==> config.mk <==
export PLATFORM = sky130hd
export DESIGN_NAME = parity_frame_tx_flat
export DESIGN_NICKNAME = d
export VERILOG_FILES = /design/src/rtl/parity_frame_tx_if.sv /design/src/rtl/parity_frame_tx.sv /design/src/flat_wrapper.sv
export SDC_FILE = /design/constraint.sdc
export NUM_CORES = 1
export LEC_CHECK = 0
export ABC_AREA = 1
export ABC_CLOCK_PERIOD_IN_PS = 3370
export CAP_MARGIN = 0
export CORE_MARGIN = 5
export CORE_UTILIZATION = 54
export CTS_CLUSTER_DIAMETER = 80
export DETAILED_ROUTE_END_ITERATION = 16
export MAX_ROUTING_LAYER = met4
export PLACE_DENSITY_LB_ADDON = 0.05
export SLEW_MARGIN = 20
export SYNTH_ARGS = -nofsm -noshare
export SYNTH_HDL_FRONTEND = slang
export SYNTH_SLANG_ARGS = --single-unit
export TNS_END_PERCENT = 1
==> constraint.sdc <==
create_clock -name clk -period 3.37 [get_ports clk]
set_input_delay 1.011 -clock clk [delete_from_list [all_inputs] [get_ports clk]]
set_output_delay 1.011 -clock clk [all_outputs]
set_load 0.03 [all_outputs]
==> src/rtl/parity_frame_tx_if.sv <==
// Word-in / serial-out bundle for parity_frame_tx.
interface parity_frame_tx_if #(
   parameter int unsigned DATA_W = 8
);
   logic [DATA_W-1:0] in_data;
   logic              in_valid;
   logic              in_ready;
   logic              odd_sel;
   logic              ser_out;
   logic              ser_valid;
   logic              ser_par;
   logic              done;

   modport master (
      output in_data, in_valid, odd_sel,
      input  in_ready, ser_out, ser_valid, ser_par, done
   );

   modport slave (
      input  in_data, in_valid, odd_sel,
      output in_ready, ser_out, ser_valid, ser_par, done
   );
endinterface

==> src/rtl/parity_frame_tx.sv <==
// Serializes a word LSB first followed by one even/odd parity bit,
// each bit held for DIV cycles; parity built with a running XOR.
module parity_frame_tx #(
   parameter int unsigned DATA_W = 8,
   parameter int unsigned DIV    = 1
) (
   input  logic              clk,
   input  logic              rst,
   parity_frame_tx_if.slave  bus
);
   localparam int unsigned BIT_CW = $clog2(DATA_W + 1);
   localparam int unsigned DIV_CW = $clog2(DIV + 1);
   localparam logic [BIT_CW-1:0] BIT_LAST = BIT_CW'(DATA_W - 1);
   localparam logic [DIV_CW-1:0] DIV_LAST = DIV_CW'(DIV - 1);

   typedef enum logic [1:0] {
      S_IDLE,
      S_SHIFT,
      S_PARITY,
      S_DONE
   } state_t;

   state_t              state, state_n;
   logic [DATA_W-1:0]   shreg, shreg_n;
   logic                acc, acc_n;
   logic [BIT_CW-1:0]   bit_cnt, bit_cnt_n;
   logic [DIV_CW-1:0]   div_cnt, div_cnt_n;
   logic                ser_out_q, ser_out_n;
   logic                ser_valid_q, ser_valid_n;
   logic                ser_par_q, ser_par_n;
   logic                done_q, done_n;
   logic                ready_c;
   logic                accept_c;

   // Ready is decoded straight from state so it drops in the very cycle rst is high.
   assign ready_c  = ~rst & ((state == S_IDLE) | (state == S_DONE));
   assign accept_c = bus.in_valid & ready_c;

   assign bus.in_ready  = ready_c;
   assign bus.ser_out   = ser_out_q;
   assign bus.ser_valid = ser_valid_q;
   assign bus.ser_par   = ser_par_q;
   assign bus.done      = done_q;

   // State and datapath registers.
   always_ff @(posedge clk) begin
      if (rst) begin
         state       <= S_IDLE;
         shreg       <= '0;
         acc         <= 1'b0;
         bit_cnt     <= '0;
         div_cnt     <= '0;
         ser_out_q   <= 1'b0;
         ser_valid_q <= 1'b0;
         ser_par_q   <= 1'b0;
         done_q      <= 1'b0;
      end else begin
         state       <= state_n;
         shreg       <= shreg_n;
         acc         <= acc_n;
         bit_cnt     <= bit_cnt_n;
         div_cnt     <= div_cnt_n;
         ser_out_q   <= ser_out_n;
         ser_valid_q <= ser_valid_n;
         ser_par_q   <= ser_par_n;
         done_q      <= done_n;
      end
   end

   // Next-state, datapath update, and next-cycle output values.
   always_comb begin
      state_n   = state;
      shreg_n   = shreg;
      acc_n     = acc;
      bit_cnt_n = bit_cnt;
      div_cnt_n = div_cnt;

      unique case (state)
         S_IDLE, S_DONE: begin
            state_n = S_IDLE;
            if (accept_c) begin
               shreg_n   = bus.in_data;
               acc_n     = bus.odd_sel;
               bit_cnt_n = '0;
               div_cnt_n = '0;
               state_n   = S_SHIFT;
            end
         end
         S_SHIFT: begin
            if (div_cnt == DIV_LAST) begin
               div_cnt_n = '0;
               acc_n     = acc ^ shreg[0];
               shreg_n   = shreg >> 1;
               if (bit_cnt == BIT_LAST) begin
                  bit_cnt_n = '0;
                  state_n   = S_PARITY;
               end else begin
                  bit_cnt_n = bit_cnt + BIT_CW'(1);
               end
            end else begin
               div_cnt_n = div_cnt + DIV_CW'(1);
            end
         end
         S_PARITY: begin
            if (div_cnt == DIV_LAST) begin
               div_cnt_n = '0;
               state_n   = S_DONE;
            end else begin
               div_cnt_n = div_cnt + DIV_CW'(1);
            end
         end
         default: state_n = S_IDLE;
      endcase

      // Outputs reflect the state being entered so they line up with it after the edge.
      ser_out_n   = 1'b0;
      ser_valid_n = 1'b0;
      ser_par_n   = 1'b0;
      done_n      = 1'b0;
      unique case (state_n)
         S_SHIFT: begin
            ser_out_n   = shreg_n[0];
            ser_valid_n = 1'b1;
         end
         S_PARITY: begin
            ser_out_n   = acc_n;
            ser_valid_n = 1'b1;
            ser_par_n   = 1'b1;
         end
         S_DONE:  done_n = 1'b1;
         default: ;
      endcase
   end
endmodule

==> src/flat_wrapper.sv <==
// flat-port wrapper written by rule: the top's interface ports become plain ports
module parity_frame_tx_flat 
#(
   parameter int unsigned DATA_W = 8,
   parameter int unsigned DIV    = 1
)
  (clk, rst, bus_in_data, bus_in_valid, bus_odd_sel, bus_in_ready, bus_ser_out, bus_ser_valid, bus_ser_par, bus_done);
  parity_frame_tx_if #(.DATA_W(DATA_W)) bus_i ();
  input  logic clk;
  input  logic rst;
  input wire logic [$bits(bus_i.in_data)-1:0] bus_in_data;
  input wire logic [$bits(bus_i.in_valid)-1:0] bus_in_valid;
  input wire logic [$bits(bus_i.odd_sel)-1:0] bus_odd_sel;
  output wire logic [$bits(bus_i.in_ready)-1:0] bus_in_ready;
  output wire logic [$bits(bus_i.ser_out)-1:0] bus_ser_out;
  output wire logic [$bits(bus_i.ser_valid)-1:0] bus_ser_valid;
  output wire logic [$bits(bus_i.ser_par)-1:0] bus_ser_par;
  output wire logic [$bits(bus_i.done)-1:0] bus_done;
  assign bus_i.in_data = bus_in_data;
  assign bus_i.in_valid = bus_in_valid;
  assign bus_i.odd_sel = bus_odd_sel;
  assign bus_in_ready = bus_i.in_ready;
  assign bus_ser_out = bus_i.ser_out;
  assign bus_ser_valid = bus_i.ser_valid;
  assign bus_ser_par = bus_i.ser_par;
  assign bus_done = bus_i.done;
  parity_frame_tx #(.DATA_W(DATA_W), .DIV(DIV)) u_core (.clk(clk), .rst(rst), .bus(bus_i));
endmodule
==> results.txt, run 1 <==
----------------------------------------------------
[Outcome]
  Status ... complete, no violations

[Power]
  Final Power ... roughly 0.40 mW
  Total power per unit cell area ... 340.0 nW/um2
  Largest voltage drop on the vdd net ... about 260 uV
  Leakage ... a little over 0.5 nW

[Die]
  Row Count ... 15
  Die height ... between 50 and 60 um
  Initial core utilization ... 56.26%
  Number of primary I/O pins ... 17
  Die Area ... ~2700 um2
  Die boundary width ... 52.19 um
  Area inside the core boundary ... about 1700 um2

[Detailed routing]
  Initial DRC Count ... 12
  Total via count in the routed design ... slightly below 900
  Antenna Violating Nets Remaining ... 0
  Overall routed net length ... 1946 um
  DRC ... 0
  Pre-Repair DR Iteration Count ... 4
  Wire length per cell ... around 11 um
  Via-per-instance ratio ... just under 5

[Finish]
  Multi-input logic area ... around 500 um2
  Fraction of final layout cells with drive strength greater than 1 ... approximately 9.1%
  Final net count ... 173
  Area of all sequential standard cells ... 380.4 um2
  Post-layout utilization of the core ... between 60 and 70%
  Area growth, synth to finish ... 21.22%
  Number of antenna cells inserted ... 0
  FILL cells ... roughly 150

[Logic synthesis]
  Main flop type after synthesis ... sky130_fd_sc_hd__dfxtp_1
  Post-synthesis average cell area ... 7.066 um2
  Synthesized flop and latch total ... 19
  Largest area contributor in the netlist ... sky130_fd_sc_hd__dfxtp_1
  Mapped cell area ... between 900 and 1000 um2
  Post-synthesis async set-or-reset flop share ... 0%
  Cell variety after synth ... 20
  Cell with the most instances after synthesis ... sky130_fd_sc_hd__nand2_1
  Area fraction of the dominant cell type after synthesis ... ~40%
  Total of warnings raised by yosys ... 0
  Leading cell types by total area after synthesis ... sky130_fd_sc_hd__dfxtp_1, sky130_fd_sc_hd__nand2_1, sky130_fd_sc_hd__ha_1
  Number of enable-type register cells in the synthesized netlist ... 0
  Proportion of synthesized chip area in sequential cells ... about two fifths
  Synthesized netlist net count ... between 150 and 200
  Synth cell count leaders ... sky130_fd_sc_hd__nand2_1, sky130_fd_sc_hd__dfxtp_1, sky130_fd_sc_hd__inv_1, sky130_fd_sc_hd__a21oi_1, sky130_fd_sc_hd__nor2_1
  Post-synthesis instance total ... ~140

[GRT]
  Overflow after GRT ... 0
  Wire length of the first global-routing pass ... 3546 um
  Global-route usage over all layers ... ~18%
  Number of antenna violations at the first check in global routing ... 0
  Maximum number of pins on one net before global-route repair ... 13
  Via count of the first global-routing pass ... about 890

[Placement]
  Port bufs ... 16
  Dpl hpwl ... 1501 um
  GP Congestion ... 0.8220

[Setup path]
  Critical path's top delay family ... buffers and inverters
  Number of buffer and inverter instances along the worst setup path ... 2
  Cell breakdown of the critical path ... clkdlybuf4s50_1 -> nor2_1 -> buf_4
  Top fanout value on the critical path ... 3
  Req. time, crit path ... approximately 2.4 ns
  Setup crit end kind ... output pin
  Worst setup path category ... primary input to output pin
  Critical Path Source Type ... primary input
  CP max stage delay ... 0.44 ns
  Arrival time at the worst endpoint ... ~1.7 ns
  Slowest cell on the critical path ... sky130_fd_sc_hd__clkdlybuf4s50_1

[Clock tree]
  TritonCTS Sinks ... 19
  Clock latency at the later pin of the worst-skew pair ... a little under 0.3 ns
  Number of buffers on the longest clock path ... 2
  CTS tree ... done
  Cts bufs inserted ... 3
  Clock transition at the register clock pins on the worst setup and hold paths after CTS ... around 0.090 ns
  Number of gates resized after cts ... 0
  Buffers inserted by post-CTS timing repair ... 0
  CTS root buf ... sky130_fd_sc_hd__clkbuf_4
  Hold-fix buffer count after cts ... 0
  Maximum level of the CTS H-tree ... 1

[STA]
  Clock Skew ... 0.01097 ns
  Number of failing setup endpoints in the final timing report ... 0
  Final clock period utilization by the worst path ... between 80% and 90%
  Slew of the pin with the lowest slew margin ... roughly 0.47 ns
  Peak clock frequency supported by timing ... roughly 0.37 GHz
  Setup_tns ... 0 ns
  Final hold violations ... 0
  Max-slew headroom at the worst pin ... 68.48%
  Min cycle time layout ... around 2.7 ns
  RSZ-0062 raised after global routing ... false
  Max-slew violation count ... 0

[Worst hold path]
  Worst Hold Class ... flop to flop

[Run]
  Max-capacitance violation count ... 0

----------------------------------------------------
==> kinds of logic (layout without fill, tap and decap cells) <==
kind of cell	count (synthesis)	in the layout	share of synthesized area, %
AO/OA/AOI/OAI	19	19	10.55
XOR/XNOR	1	1	0.9116
adder cells (fa/ha/maj)	6	6	7.812
buffers and inverters	22	40	9.765
flip-flops	19	19	39.58
AND/OR/NAND/NOR	69	69	31.38
==> placed cells by master (no fill, tap or decap), drive strengths merged <==
master / count
xnor2: 1
nor3: 2
nand3: 6
inv: 18
clkbuf: 4
a21oi: 13
nand4: 1
o21ai: 2
o21a: 1
nand2: 48
clkdlybuf4s50: 15
ha: 6
a31oi: 3
dfxtp: 19
buf: 3
nor2: 12
==> worst paths after layout <==
| path | from | end | slack (ns) | cells past startpoint |
|---|---|---|---|---|
| worst min register to register | u_core.shreg[4] | u_core.shreg[4] | 0.47 | 2 |
| worst max-delay path | rst | bus_in_ready | 0.63 | 3 |
| worst max register to register | u_core.state[0] | u_core.bus.ser_out | 1.43 | 10 |
| worst min-delay path | u_core.shreg[4] | u_core.shreg[4] | 0.47 | 2 |
==> worst min-delay path: cells and delay by family, from the launching register on <==
kind             cells  cell delay (ns)
AO/OA/AOI/OAI        1             0.05
flip-flops           1             0.32
AND/OR/NAND/NOR      1             0.06
==> where the power goes <==
group | switching (mW) | internal (mW) | total (mW)
clock network | 0.0652 | 0.0460 | 0.111
logic | 0.0295 | 0.0239 | 0.0535
registers | 0.00249 | 0.229 | 0.231
==> routing by layer <==
| layer | wire (um) | track usage (%) | share of wire [%] | vias to the layer above |
|---|---|---|---|---|
| met5 | 0 | - | 0 | - |
| met4 | 24 | 6.809 | 1.2 | 0 |
| met3 | 53 | 3.989 | 2.7 | 4 |
| met2 | 992 | 30.54 | 51 | 9 |
| met1 | 876 | 19.79 | 45 | 398 |
| li1 | - | - | - | 462 |
==> sequential cells by signal (all words and copies together), names as in the netlist <==
name,count
u_core.bus.done,1
u_core.bus.ser_out,1
u_core.bus.ser_par,1
u_core.bus.ser_valid,1
u_core.acc,1
u_core.state,2
u_core.shreg,8
u_core.bit_cnt,4
==> cell type report <==
cell class                      count  share of cell area [%]
Inverter                           18                   5.800
Timing Repair Buffer               18                   14.82
Sequential cell                    19                   32.65
Multi-Input combinational cell     95                   41.78
Clock buffer                        4                   2.256
Tap cell                           25                   2.685
==> through the flow <==
step | setup slack, ns | cells | area (um2) | hold WS, ns
floorplan | 0.6031 | 136 | 960.9 | 0.4392
global placement | 0.6346 | 175 | 1139 | 0.4519
detailed placement | 0.5463 | 175 | 1139 | 0.4571
CTS | 0.6241 | 179 | 1165 | 0.4726
global route | 0.5823 | 179 | 1165 | 0.4967
finish | 0.6311 | 179 | 1165 | 0.4701
(Power assumes the default switching activity.)
==> inputs of run 2 (changes only) <==
Settings changed: ABC_CLOCK_PERIOD_IN_PS 3370 to 2450, CORE_UTILIZATION 54 to 45.
Clock period 3.37 ns to 2.45 ns, I/O delays scaled along.
==> results.txt, run 2 (synthesized netlist as in run 1, its figures left out) <==
----------------------------------------------------
[Outcome]
  Status ... complete, no violations

[Setup path]
  Worst setup path category ... primary input to output pin
  Register-to-register setup slack ... about 0.55 ns
  Critical Path Source Type ... primary input
  Arrival time at the worst endpoint ... 1.52 ns
  Top fanout value on the critical path ... 4
  Req. time, crit path ... around 1.7 ns
  Setup crit end kind ... output pin

[Detailed routing]
  Overall routed net length ... approximately 2000 um
  Wire length per cell ... about 11 um
  Pre-Repair DR Iteration Count ... 4
  DRC ... 0
  Total via count in the routed design ... approximately 860
  Initial DRC Count ... 8
  Antenna Violating Nets Remaining ... 0
  Via-per-instance ratio ... around 4.7

[Clock tree]
  Hold-fix buffer count after cts ... 0
  Number of gates resized after cts ... 0
  Buffers inserted by post-CTS timing repair ... 0
  CTS tree ... done
  CTS root buf ... sky130_fd_sc_hd__clkbuf_4
  Number of buffers on the longest clock path ... 2
  Maximum level of the CTS H-tree ... 1
  Clock transition at the register clock pins on the worst setup and hold paths after CTS ... between 0.1 and 0.15 ns
  TritonCTS Sinks ... 19
  Clock latency at the later pin of the worst-skew pair ... just under 0.3 ns
  Cts bufs inserted ... 3

[Worst hold path]
  Worst Hold Class ... flop to flop

[Die]
  Row Count ... 16
  Number of primary I/O pins ... 17
  Die boundary width ... between 50 and 60 um
  Die Area ... between 3000 and 4000 um2
  Initial core utilization ... about half
  Die height ... ~56 um
  Area inside the core boundary ... 2002 um2

[GRT]
  Wire length of the first global-routing pass ... roughly 3500 um
  Maximum number of pins on one net before global-route repair ... 13
  Global-route usage over all layers ... ~14%
  Via count of the first global-routing pass ... between 800 and 900
  Number of antenna violations at the first check in global routing ... 0
  Overflow after GRT ... 0

[Finish]
  Largest regs ... u_core.shreg x8, u_core.bit_cnt x4, u_core.state x2
  Final net count ... approximately 170
  Post-layout utilization of the core ... approximately three fifths
  Number of flip-flops in the largest register ... 8
  Post-Layout Inst Area ... roughly 1200 um2
  Top library cells by usage in the layout, fill and taps aside ... sky130_fd_sc_hd__nand2_1, sky130_fd_sc_hd__dfxtp_1, sky130_fd_sc_hd__inv_1, sky130_fd_sc_hd__clkdlybuf4s50_1, sky130_fd_sc_hd__a21oi_1
  Register name with the most flops ... u_core.shreg
  Number of antenna cells inserted ... 0
  Fraction of final layout cells with drive strength greater than 1 ... between 10% and 20%
  Most common cell after layout, fill and taps aside ... sky130_fd_sc_hd__nand2_1
  FILL cells ... 198
  Area growth, synth to finish ... 22.40%

[Placement]
  Port bufs ... 16
  Cell Area, Placed ... around 1100 um2
  GP Congestion ... just under 0.8
  Dpl hpwl ... 1543 um

[STA]
  Final clock period utilization by the worst path ... 92.14%
  Max-slew violation count ... 0
  Max-slew headroom at the worst pin ... between 60% and 70%
  Worst hold slack ... ~0.48 ns
  Setup_tns ... 0 ns
  RSZ-0062 raised after global routing ... false
  Peak clock frequency supported by timing ... approximately 0.44 GHz
  Number of failing setup endpoints in the final timing report ... 0
  Slew of the pin with the lowest slew margin ... between 0.5 and 0.6 ns
  Final hold violations ... 0
  Clock Skew ... 0.005316 ns
  Min cycle time layout ... ~2.3 ns

[Power]
  Final Power ... 0.5538 mW
  Total power per unit cell area ... approximately 470 nW/um2
  Leakage ... approximately 0.5 nW
  Largest voltage drop on the vdd net ... 268.4 uV

[Run]
  Max-capacitance violation count ... 0

----------------------------------------------------
==> run 2: metal layers <==
layer / GRT usage [%] / part of all wire (%)
met5: - / 0
met2: 24.04 / 46
met1: 17.09 / 50
met3: 3.016 / 3.0
met4: 4.068 / 0.64
==> run 2: worst paths after layout <==
path | cells after the start | to | startpoint
worst max register to register | 9 | u_core.bus.ser_out | u_core.state[1]
worst min register to register | 2 | u_core.shreg[5] | u_core.shreg[5]
worst min-delay path | 2 | u_core.shreg[5] | u_core.shreg[5]
worst max-delay path | 3 | bus_in_ready | rst
==> run 2: area by class of cell <==
| cell class | instances | area (um2) | area share (%) |
|---|---|---|---|
| flip-flops and latches | 19 | 380.4 | 32.34 |
| clock buffers | 3 | 22.52 | 1.915 |
| well taps | 27 | 33.78 | 2.872 |
| inverters | 18 | 67.56 | 5.745 |
| multi-input cells | 95 | 486.7 | 41.38 |
| clock inverters | 1 | 5.005 | 0.4255 |
| repair buffers | 19 | 180.2 | 15.32 |
==> run 2: per-stage QoR <==
stage / cells / setup WS (ns)
6_report: 182 / 0.1927
4_1_cts: 182 / 0.1800
5_1_grt: 182 / 0.1684
3_5_place_dp: 178 / 0.1049
2_1_floorplan: 136 / 0.2351
3_3_place_gp: 178 / 0.1739
==> run 2: worst max-delay path, cell delays in order <==
cell and delay [ns]:
sky130_fd_sc_hd__clkdlybuf4s50_1 0.47, sky130_fd_sc_hd__nor2_1 0.14, sky130_fd_sc_hd__buf_4 0.17
==> run 2: power breakdown <==
group          switching, mW  total, mW  internal, mW
clock network         0.0990      0.160        0.0607
registers            0.00354      0.318         0.315
logic                 0.0416     0.0757        0.0341
